## src/rtl/mining_word_sequencer_pkg.sv

```systemverilog
// Shared definitions for the mining word sequencer: FSM command codes,
// internal state encoding and the SHA-256 small sigma functions.
package mining_word_sequencer_pkg;

  localparam logic [2:0] CMD_RESET   = 3'd0;
  localparam logic [2:0] CMD_IDLE    = 3'd1;
  localparam logic [2:0] CMD_START   = 3'd2;
  localparam logic [2:0] CMD_ISSUE   = 3'd3;
  localparam logic [2:0] CMD_ADVANCE = 3'd4;
  localparam logic [2:0] CMD_CODE5   = 3'd5;
  localparam logic [2:0] CMD_CODE6   = 3'd6;
  localparam logic [2:0] CMD_CODE7   = 3'd7;

  localparam logic [1:0] ST_LOAD  = 2'd0;
  localparam logic [1:0] ST_READY = 2'd1;
  localparam logic [1:0] ST_RUN   = 2'd2;
  localparam logic [1:0] ST_DONE  = 2'd3;

  function automatic logic [31:0] sigma0(input logic [31:0] x);
    return {x[6:0], x[31:7]} ^ {x[17:0], x[31:18]} ^ {3'b000, x[31:3]};
  endfunction

  function automatic logic [31:0] sigma1(input logic [31:0] x);
    return {x[16:0], x[31:17]} ^ {x[18:0], x[31:19]} ^ {10'b0, x[31:10]};
  endfunction

endpackage

```

## src/rtl/sha256_msg_expand.sv

```systemverilog
// Combinational SHA-256 message expansion: next schedule word from a
// 16-word sliding window (win[0] is the oldest word W[t-16]).
module sha256_msg_expand
  import mining_word_sequencer_pkg::*;
(
  input  logic [15:0][31:0] win,
  output logic [31:0]       new_word
);

  assign new_word = sigma1(win[14]) + win[9] + sigma0(win[1]) + win[0];

endmodule

```

## src/rtl/mining_word_sequencer.sv

```systemverilog
// Loads a 15-word block header, then streams the message schedule W[t]
// for successive nonce attempts under control of an external mining FSM.
//
// Handshake: a header word is taken on every rising edge where
// ld_valid && ld_ready; ld_ready is high only while loading.
module mining_word_sequencer
  import mining_word_sequencer_pkg::*;
#(
  parameter int unsigned ROUNDS     = 64,
  parameter logic [31:0] NONCE_INIT = 32'h0
) (
  input  logic        clock,
  input  logic        reset,
  input  logic [2:0]  state,
  input  logic        ld_valid,
  input  logic [31:0] ld_data,
  output logic        ld_ready,
  output logic        stopw,
  output logic        fine,
  output logic        round_en,
  output logic [5:0]  round_idx,
  output logic [31:0] w_word,
  output logic [31:0] nonce,
  output logic        nonce_wrap
);

  logic [1:0]        fsm_q, fsm_d;
  logic [3:0]        k_q, k_d;
  logic [5:0]        t_q, t_d;
  logic [31:0]       nonce_q, nonce_d;
  logic              wrap_q, wrap_d;
  logic              fine_q, fine_d;
  logic              round_en_q, round_en_d;
  logic [5:0]        round_idx_q, round_idx_d;
  logic [31:0]       w_word_q, w_word_d;
  logic [14:0][31:0] hdr_q, hdr_d;
  logic [15:0][31:0] win_q, win_d;
  logic [31:0]       new_word;
  logic [31:0]       nonce_inc;

  sha256_msg_expand u_expand (
    .win      (win_q),
    .new_word (new_word)
  );

  assign nonce_inc = nonce_q + 32'd1;

  always_comb begin
    fsm_d       = fsm_q;
    k_d         = k_q;
    t_d         = t_q;
    nonce_d     = nonce_q;
    wrap_d      = wrap_q;
    fine_d      = fine_q;
    round_en_d  = 1'b0;
    round_idx_d = round_idx_q;
    w_word_d    = w_word_q;
    hdr_d       = hdr_q;
    win_d       = win_q;

    // An abort command wins over everything, including a pending header word.
    if (state == CMD_RESET) begin
      fsm_d   = ST_LOAD;
      k_d     = 4'd0;
      t_d     = 6'd0;
      nonce_d = NONCE_INIT;
      fine_d  = 1'b0;
      wrap_d  = 1'b0;
    end else begin
      case (fsm_q)
        ST_LOAD: begin
          if (ld_valid) begin
            hdr_d[k_q] = ld_data;
            k_d        = k_q + 4'd1;
            if (k_q == 4'd14) fsm_d = ST_READY;
          end
        end
        ST_READY: begin
          if (state == CMD_START) begin
            win_d       = {nonce_q, hdr_q};
            t_d         = 6'd0;
            round_idx_d = 6'd0;
            fine_d      = 1'b0;
            fsm_d       = ST_RUN;
          end
        end
        ST_RUN: begin
          if (state == CMD_ISSUE) begin
            round_en_d  = 1'b1;
            round_idx_d = t_q;
            w_word_d    = win_q[0];
          end else if (state == CMD_ADVANCE) begin
            if (t_q == 6'(ROUNDS - 1)) begin
              fine_d = 1'b1;
              fsm_d  = ST_DONE;
            end else begin
              t_d   = t_q + 6'd1;
              win_d = {new_word, win_q[15:1]};
            end
          end
        end
        ST_DONE: begin
          if (state == CMD_START) begin
            nonce_d     = nonce_inc;
            wrap_d      = wrap_q | (nonce_q == 32'hFFFF_FFFF);
            win_d       = {nonce_inc, hdr_q};
            t_d         = 6'd0;
            round_idx_d = 6'd0;
            fine_d      = 1'b0;
            fsm_d       = ST_RUN;
          end
        end
        default: fsm_d = ST_LOAD;
      endcase
    end
  end

  always_ff @(posedge clock) begin
    if (reset) begin
      fsm_q       <= ST_LOAD;
      k_q         <= 4'd0;
      t_q         <= 6'd0;
      nonce_q     <= NONCE_INIT;
      wrap_q      <= 1'b0;
      fine_q      <= 1'b0;
      round_en_q  <= 1'b0;
      round_idx_q <= 6'd0;
      w_word_q    <= 32'd0;
    end else begin
      fsm_q       <= fsm_d;
      k_q         <= k_d;
      t_q         <= t_d;
      nonce_q     <= nonce_d;
      wrap_q      <= wrap_d;
      fine_q      <= fine_d;
      round_en_q  <= round_en_d;
      round_idx_q <= round_idx_d;
      w_word_q    <= w_word_d;
    end
  end

  // Header buffer and window are pure datapath; their contents are only
  // consumed after a fresh load, so they carry no reset.
  always_ff @(posedge clock) begin
    hdr_q <= hdr_d;
    win_q <= win_d;
  end

  assign ld_ready   = (fsm_q == ST_LOAD);
  assign stopw      = (fsm_q == ST_READY);
  assign fine       = fine_q;
  assign round_en   = round_en_q;
  assign round_idx  = round_idx_q;
  assign w_word     = w_word_q;
  assign nonce      = nonce_q;
  assign nonce_wrap = wrap_q;

endmodule

```

## config.mk

```make
export PLATFORM = sky130hd
export DESIGN_NAME = mining_word_sequencer
export DESIGN_NICKNAME = d
export VERILOG_FILES = /design/src/rtl/mining_word_sequencer_pkg.sv /design/src/rtl/sha256_msg_expand.sv /design/src/rtl/mining_word_sequencer.sv
export SDC_FILE = /design/constraint.sdc
export NUM_CORES = 2
export LEC_CHECK = 0
export CAP_MARGIN = 20
export CORE_MARGIN = 4
export CORE_UTILIZATION = 31
export DETAILED_ROUTE_END_ITERATION = 6
export PLACE_DENSITY = 0.45
export SYNTH_ARGS = -nofsm -noshare
export SYNTH_HDL_FRONTEND = slang
export SYNTH_SLANG_ARGS = --single-unit
```

## constraint.sdc

```tcl
create_clock -name clock -period 35.8 [get_ports clock]
set_input_delay 5.37 -clock clock [delete_from_list [all_inputs] [get_ports clock]]
set_output_delay 5.37 -clock clock [all_outputs]
set_load 0.05 [all_outputs]
```

* Word level (Yosys, flattened, before mapping)
Cells that the tools add are included.
** Cells by class
- Add/subtract/negate cells :: 6
- $lt $le $gt $ge :: 2
- Equality and inequality tests :: 19
- Mux-type cells :: 29
- Bitwise gates (word level) :: 7
- Reductions and logical operators :: 17
** Operators with widths (count)
- $mux 512 :: 5
- $pmux 512 s3 :: 1
- $bwmux 480 :: 1
- $demux 32 s4 :: 1
- $add 32x32->32 :: 3
- $xor 32x32->32 :: 2
- $add 32x1->32 const B :: 1
- $eq 32x32->1 const B :: 1
- $mux 32 :: 1
- $xor 32x22->32 :: 1
- $xor 32x29->32 :: 1
- $mux 6 :: 5
- $pmux 6 s2 :: 2
- $ne 2x2->1 const B :: 7
- $mux 2 :: 6
- $reduce_and 5->1 :: 2
- $reduce_and 7->1 :: 1
- $add 6x1->6 const B :: 1
- $eq 3x2->1 const B :: 2
- $eq 6x6->1 const B :: 1
- $ne 2x1->1 const B :: 3
- $pmux 2 s3 :: 1
- $reduce_and 3->1 :: 2
- $reduce_and 6->1 :: 1
- other kinds (20) :: 28
** Word-level totals
- Bits in registers :: 1077
- Input bits :: 38
- Output and inout bits :: 75
- Word-level logic and storage cells :: 120

* Depth between registers and ports, before layout
- Word-level depth :: 9
- Depth in mapped cells :: 16
- Mapped depth without buffers :: 16

* Hierarchy
From an unflattened synthesis, not the netlist that was laid out.
** Second synthesis, totals
- Cell total of the unflattened synthesis :: 3707
- Area, all modules :: 44707.9 um^2
** Modules (own cells, without submodules)
- mining_word_sequencer :: times used 1, cells an instance 3217, area an instance 40546.4 um^2, seq. area each 31490.2 um^2
- sha256_msg_expand :: times used 1, cells an instance 490, area an instance 4161.5 um^2, seq. area each 0.0 um^2

* Worst setup path after synthesis
Ideal clock, no wire load.
- Kind :: input to register
- Start :: in state[1]
- End :: reg t_q[4]
- Setup time :: 0.070 ns
- Arrival time :: 32.584 ns
- Data required time :: 35.730 ns
- Slack :: 3.146 ns
- Cell stages on the path :: 6
- Buffers on the path :: 0
- Path through :: nor2b_1 nand2_1 a21oi_1 nand3_1 xor2_1 nor2_1
** Between the ends
- Word-level cells in the longest chain between the ends :: 3
- Elaborated cells between the ends (all ways) :: 9
- Classes of those cells :: eq/ne (6); reduce/logical (3)
** RTL lines
- start: declaration :: RTL line mining_word_sequencer.sv:14 : input logic [2:0] state,
- $eq 3x3->1, or another cell as far along :: RTL line mining_word_sequencer.sv:92 : end else if (state == CMD_ADVANCE) begin
- $ne 2x2->1 (no line) or $ne 2x1->1 (tied branches)
- $reduce_and 5->1 (no line)
- end signal: assignment :: RTL line mining_word_sequencer.sv:132 : t_q <= t_d;
- end: declaration :: RTL line mining_word_sequencer.sv:29 : logic [5:0] t_q, t_d;
Parallel ways exist; a longest one is shown, timed or not.
A chain may end at the register's enable or synchronous reset.

* Final worst setup path
- Start :: in state[1]
- End :: reg win_q[226] in the netlist's numbering, enable pin
** Between the ends
- Word-level cells in the longest chain between the ends :: 3
- Elaborated cells between the ends (all ways) :: 10
- Classes of those cells :: eq/ne (7); bitwise (1); reduce/logical (2)
** RTL lines
- $eq 3x2->1, or another cell as far along :: RTL line mining_word_sequencer.sv:79, mining_word_sequencer.sv:103
- $ne 2x2->1 (no line), or another cell as far along
- $reduce_and 7->1 (no line) *
- end signal: assignment :: RTL line mining_word_sequencer.sv:146 : win_q <= win_d;
- end: declaration :: RTL line mining_word_sequencer.sv:37 : logic [15:0][31:0] win_q, win_d;
Every way passes the cells marked *; elsewhere a longest branch is shown, timed or not.

==> report_table.html <==
<table>
<tr><th>Metric</th><th>Value</th></tr>
<tr><th colspan="2">Yosys</th></tr>
<tr><td>Sequential share of the synthesized area</td><td>70.32%</td></tr>
<tr><td>Yosys reg bits</td><td>1,077</td></tr>
<tr><td>Largest cells by area after synthesis</td><td>sky130_fd_sc_hd__edfxtp_1 (67%), sky130_fd_sc_hd__nand2_1 (13%), sky130_fd_sc_hd__dfxtp_1 (3.8%)</td></tr>
<tr><td>Most frequent cells after synthesis</td><td>sky130_fd_sc_hd__nand2_1 (1,532), sky130_fd_sc_hd__edfxtp_1 (992), sky130_fd_sc_hd__inv_1 (158)</td></tr>
<tr><td>Top-count cell post-synth</td><td>sky130_fd_sc_hd__nand2_1</td></tr>
<tr><td>Largest area contributor in the synthesized netlist</td><td>sky130_fd_sc_hd__edfxtp_1</td></tr>
<tr><td>Mean instance size in the synthesized netlist</td><td>11.97 sq um</td></tr>
<tr><td>Count of different cell masters after synthesis</td><td>74</td></tr>
<tr><td>Commonest register cell after synthesis</td><td>sky130_fd_sc_hd__edfxtp_1</td></tr>
<tr><td>Number of nets in the synthesized netlist</td><td>a little under 4k</td></tr>
<tr><td>Share of synthesized cell area in and, or, nand and nor gates</td><td>15.98%</td></tr>
<tr><td>Number of synthesized flops with an enable pin</td><td>992</td></tr>
<tr><td>Proportion of synthesized area in mux cells</td><td>0.2291%</td></tr>
<tr><td>Top cell type's share of synthesized area</td><td>around two thirds</td></tr>
<tr><td>Mapped Area</td><td>44,780 sq um</td></tr>
<tr><td>Post-synthesis xor/xnor area fraction</td><td>~3.2%</td></tr>
<tr><td>Gate count after technology mapping</td><td>3,740</td></tr>
<tr><td>Adder and majority gate portion of the synthesized area</td><td>3.806%</td></tr>
<tr><td>Warnings, synthesis</td><td>0</td></tr>
<tr><td>Main combinational cell family by area after synthesis</td><td>simple AND/OR/NAND/NOR gates</td></tr>
<tr><td>Fraction of registers with async set or reset after synthesis</td><td>0%</td></tr>
<tr><td>Compound-cell area share of the yosys netlist</td><td>under 10%</td></tr>
<tr><th colspan="2">Setup path</th></tr>
<tr><td>Reg-to-reg setup timing slack</td><td>29.80 ns</td></tr>
<tr><td>Max FO, Critical Path</td><td>70</td></tr>
<tr><td>R2R Path End</td><td>win_q[226]$_DFFE_PP_</td></tr>
<tr><td>Worst setup path category</td><td>in -&gt; reg</td></tr>
<tr><td>Launch instance of the worst register-to-register path</td><td>fsm_q[1]$_SDFFE_PP0P_</td></tr>
<tr><td>Worst endpoint required time</td><td>36.13 ns</td></tr>
<tr><td>Critical path endpoint category</td><td>register</td></tr>
<tr><td>Startpoint class of the critical path</td><td>primary input</td></tr>
<tr><td>CP arrival</td><td>9.95 ns</td></tr>
<tr><td>Cell count of the worst reg-to-reg path</td><td>9</td></tr>
<tr><th colspan="2">Timing</th></tr>
<tr><td>Accumulated negative setup slack</td><td>0 ns</td></tr>
<tr><td>Final Skew</td><td>between 0.04 and 0.05 ns</td></tr>
<tr><td>Setup Viol. Count Final</td><td>0</td></tr>
<tr><td>Normalized max-slew margin</td><td>25.01%</td></tr>
<tr><td>Count of final hold-check violations</td><td>0</td></tr>
<tr><td>Final number of max-transition violations</td><td>0</td></tr>
<tr><td>F_max</td><td>103.9 MHz</td></tr>
<tr><td>Min cycle time layout</td><td>9.622 ns</td></tr>
<tr><td>Final period util</td><td>roughly 27%</td></tr>
<tr><td>Worst-margin pin slew</td><td>1.121 ns</td></tr>
<tr><td>Worst-case hold slack</td><td>0.4553 ns</td></tr>
<tr><td>Unrepaired setup endpoints after global routing</td><td>no</td></tr>
<tr><th colspan="2">Clocking</th></tr>
<tr><td>Cell chosen for the clock root</td><td>sky130_fd_sc_hd__clkbuf_16</td></tr>
<tr><td>Post-CTS Setup Repair Bufs</td><td>0</td></tr>
<tr><td>Clock latency reported for the late side of the worst-skew pair</td><td>0.74 ns</td></tr>
<tr><td># hold bufs at CTS</td><td>0</td></tr>
<tr><td>Number of gates resized after cts</td><td>0</td></tr>
<tr><td>CTS buffer count</td><td>116</td></tr>
<tr><td>Longest Clk Path Bufs</td><td>3</td></tr>
<tr><td>TritonCTS Sinks</td><td>1,077</td></tr>
<tr><td>Register clock-pin slew on the reported worst setup and hold paths</td><td>0.06 ns</td></tr>
<tr><td>CTS tree</td><td>built</td></tr>
<tr><td>Level count of the clock H-tree</td><td>3</td></tr>
<tr><th colspan="2">Detailed routing</th></tr>
<tr><td>DRC Markers</td><td>0</td></tr>
<tr><td>Wire length per cell</td><td>21.99 um</td></tr>
<tr><td>First-pass DRT Iterations</td><td>7</td></tr>
<tr><td>Vias after detailed routing</td><td>about 27k</td></tr>
<tr><td>Overall routed net length</td><td>128,900 um</td></tr>
<tr><td>Starting DRC count in detailed routing</td><td>2,274</td></tr>
<tr><td>Vias per cell</td><td>around 4.6</td></tr>
<tr><td>Remaining antenna violation count after routing</td><td>0</td></tr>
<tr><th colspan="2">Floorplan</th></tr>
<tr><td>Vertical extent of the die</td><td>388.1 um</td></tr>
<tr><td>Initial core utilization</td><td>31.21%</td></tr>
<tr><td>Total I/O pin count</td><td>113</td></tr>
<tr><td>Area of the core</td><td>143,500 sq um</td></tr>
<tr><td>Die Width</td><td>a little under 400 um</td></tr>
<tr><td>Number of standard-cell rows in the floorplan</td><td>between 100 and 150</td></tr>
<tr><td>Die Footprint</td><td>150,600 sq um</td></tr>
<tr><th colspan="2">GRT</th></tr>
<tr><td>Global routing usage summed across all routing layers</td><td>16.84%</td></tr>
<tr><td>Wire length of the first global-routing pass</td><td>187,400 um</td></tr>
<tr><td>Via count of the first global-routing pass</td><td>26.36k</td></tr>
<tr><td>Peak-usage layer in the global routing report</td><td>met2</td></tr>
<tr><td>Overflow after GRT</td><td>0</td></tr>
<tr><td>Global routing met2 resource utilization</td><td>25.67%</td></tr>
<tr><td>Maximum number of pins on one net before global-route repair</td><td>196</td></tr>
<tr><td>Initial antenna violation count</td><td>6</td></tr>
<tr><td>Met1 global-route usage</td><td>24.73%</td></tr>
<tr><td>Met3 layer usage reported by global route</td><td>3.080%</td></tr>
<tr><th colspan="2">Power</th></tr>
<tr><td>Worst vdd rail ir drop</td><td>0.03540 mV</td></tr>
<tr><td>Power per standard cell area</td><td>49.80 nW/um^2</td></tr>
<tr><td>Standby leakage power</td><td>19.00 nW</td></tr>
<tr><th colspan="2">Finish</th></tr>
<tr><td>Final std cell area, no fill</td><td>a little over 50,000 sq um</td></tr>
<tr><td>Post-layout instance count excluding filler cells</td><td>5,863</td></tr>
<tr><td>Area added between synthesis and finish</td><td>15.94%</td></tr>
<tr><td>NumNets Final</td><td>3,996</td></tr>
<tr><td>Antenna diode instance count</td><td>0</td></tr>
<tr><td>Fraction of final layout cells with drive strength greater than 1</td><td>under 10%</td></tr>
<tr><th colspan="2">Place</th></tr>
<tr><td>Count of input and output buffers</td><td>112</td></tr>
<tr><td>Detailed Place HPWL</td><td>82,740 um</td></tr>
<tr><td>Final weighted congestion in routability-driven placement</td><td>0.8803</td></tr>
<tr><td>Placed cell count</td><td>5,641</td></tr>
<tr><td>Post-Place Cell Area</td><td>about 48,000 sq um</td></tr>
<tr><th colspan="2">Status</th></tr>
<tr><td>Outcome</td><td>completed</td></tr>
<tr><th colspan="2">Min path</th></tr>
<tr><td>Tightest Hold Check Type</td><td>reg -&gt; reg</td></tr>
<tr><td>Worst min-delay path endpoint</td><td>w_word[26]$_SDFFE_PP0P_</td></tr>
<tr><td>Instance count along the most critical hold path</td><td>2</td></tr>
<tr><td>Startpoint of the most critical hold path</td><td>w_word[26]$_SDFFE_PP0P_</td></tr>
<tr><th colspan="2">Flow run</th></tr>
<tr><td>Max-cap violation count</td><td>0</td></tr>
</table>
layer usage:
layer | part of all wire, % | vias up | routed length [um]
met4 | 2.2 | 0 | 2840
met3 | 5.4 | 148 | 7019
met2 | 44 | 634 | 57290
met1 | 48 | 13480 | 61760
li1 | - | 12900 | -
met5 | 0 | - | 0
worst max-delay path: stages:
cell	delay, ns
sky130_fd_sc_hd__clkdlybuf4s50_1	0.57
sky130_fd_sc_hd__nor2b_1	0.27
sky130_fd_sc_hd__nand2_1	0.14
sky130_fd_sc_hd__a21oi_4	0.17
sky130_fd_sc_hd__buf_4	0.71
sky130_fd_sc_hd__buf_4	0.81
sky130_fd_sc_hd__buf_4	0.88
sky130_fd_sc_hd__buf_4	0.84
sequential cells by signal, indices dropped and copies added (netlist names):
name        flops
nonce_wrap      1
win_q         512
k_q             4
fsm_q           2
fine            1
w_word         32
t_q             6
round_en        1
hdr_q         480
round_idx       6
nonce          32
metrics by stage:
step / utilization (%) / total power, mW / setup slack [ns]
after global placement: 33.51 / 1.432 / 25.33
after CTS: 36.13 / 2.619 / 26.13
after floorplan: - / 1.407 / 3.146
final: 36.18 / 2.585 / 26.18
after detailed placement: 33.55 / 1.433 / 25.36
after global routing: 36.18 / 2.671 / 25.83
worst max path at each step:
stage	startpoint	end	slack [ns]	depth (start not counted)
after floorplan	state[1]	t_q[4]$_SDFFE_PP0P_	3.15	6
after global placement	state[1]	win_q[197]$_DFFE_PP_	25.33	8
after detailed placement	state[1]	win_q[228]$_DFFE_PP_	25.36	8
after CTS	state[1]	win_q[226]$_DFFE_PP_	26.13	8
after global routing	state[1]	win_q[226]$_DFFE_PP_	25.83	8
final	state[1]	win_q[226]$_DFFE_PP_	26.18	8
report_power, final:
part | internal, mW | switching (mW)
clock | 0.672 | 0.508
combinational | 0.00769 | 0.0254
sequential | 1.37 | 0.00142
total | 2.05 | 0.535
final cells by class:
class                           instances  area (sq um)
Fill cell                           14080         91560
Clock inverter                         75         665.6
Inverter                              158         593.1
Sequential cell                      1077         31490
Clock buffer                          144          3029
Multi-Input combinational cell       2346         12160
Timing Repair Buffer                  160          1592
Tap cell                             1903          2381
logic make-up (layout without fill, tap and decap cells):
| kind of cell | count (synthesis) | after routing |
|---|---|---|
| AO/OA/AOI/OAI | 279 | 279 |
| multiplexers | 10 | 10 |
| AND/OR/NAND/NOR | 1794 | 1794 |
| adder cells (fa/ha/maj) | 99 | 99 |
| flip-flops | 1077 | 1077 |
| buffers and inverters | 317 | 537 |
| XOR/XNOR | 164 | 164 |
cells in the final DEF (no fill, tap or decap), drive strengths merged, types with 13 or more instances in the layout:
cell type / n
nand2: 1533
edfxtp: 992
inv: 166
clkbuf: 145
xnor2: 134
a21oi: 117
clkdlybuf4s50: 112
nor2: 92
dfxtp: 85
o21ai: 82
fa: 62
clkinv: 48
buf: 47
nand3: 40
ha: 37
xor2: 30
nor3: 26
or3: 19
nand2b: 13
(Power assumes the default switching activity.)
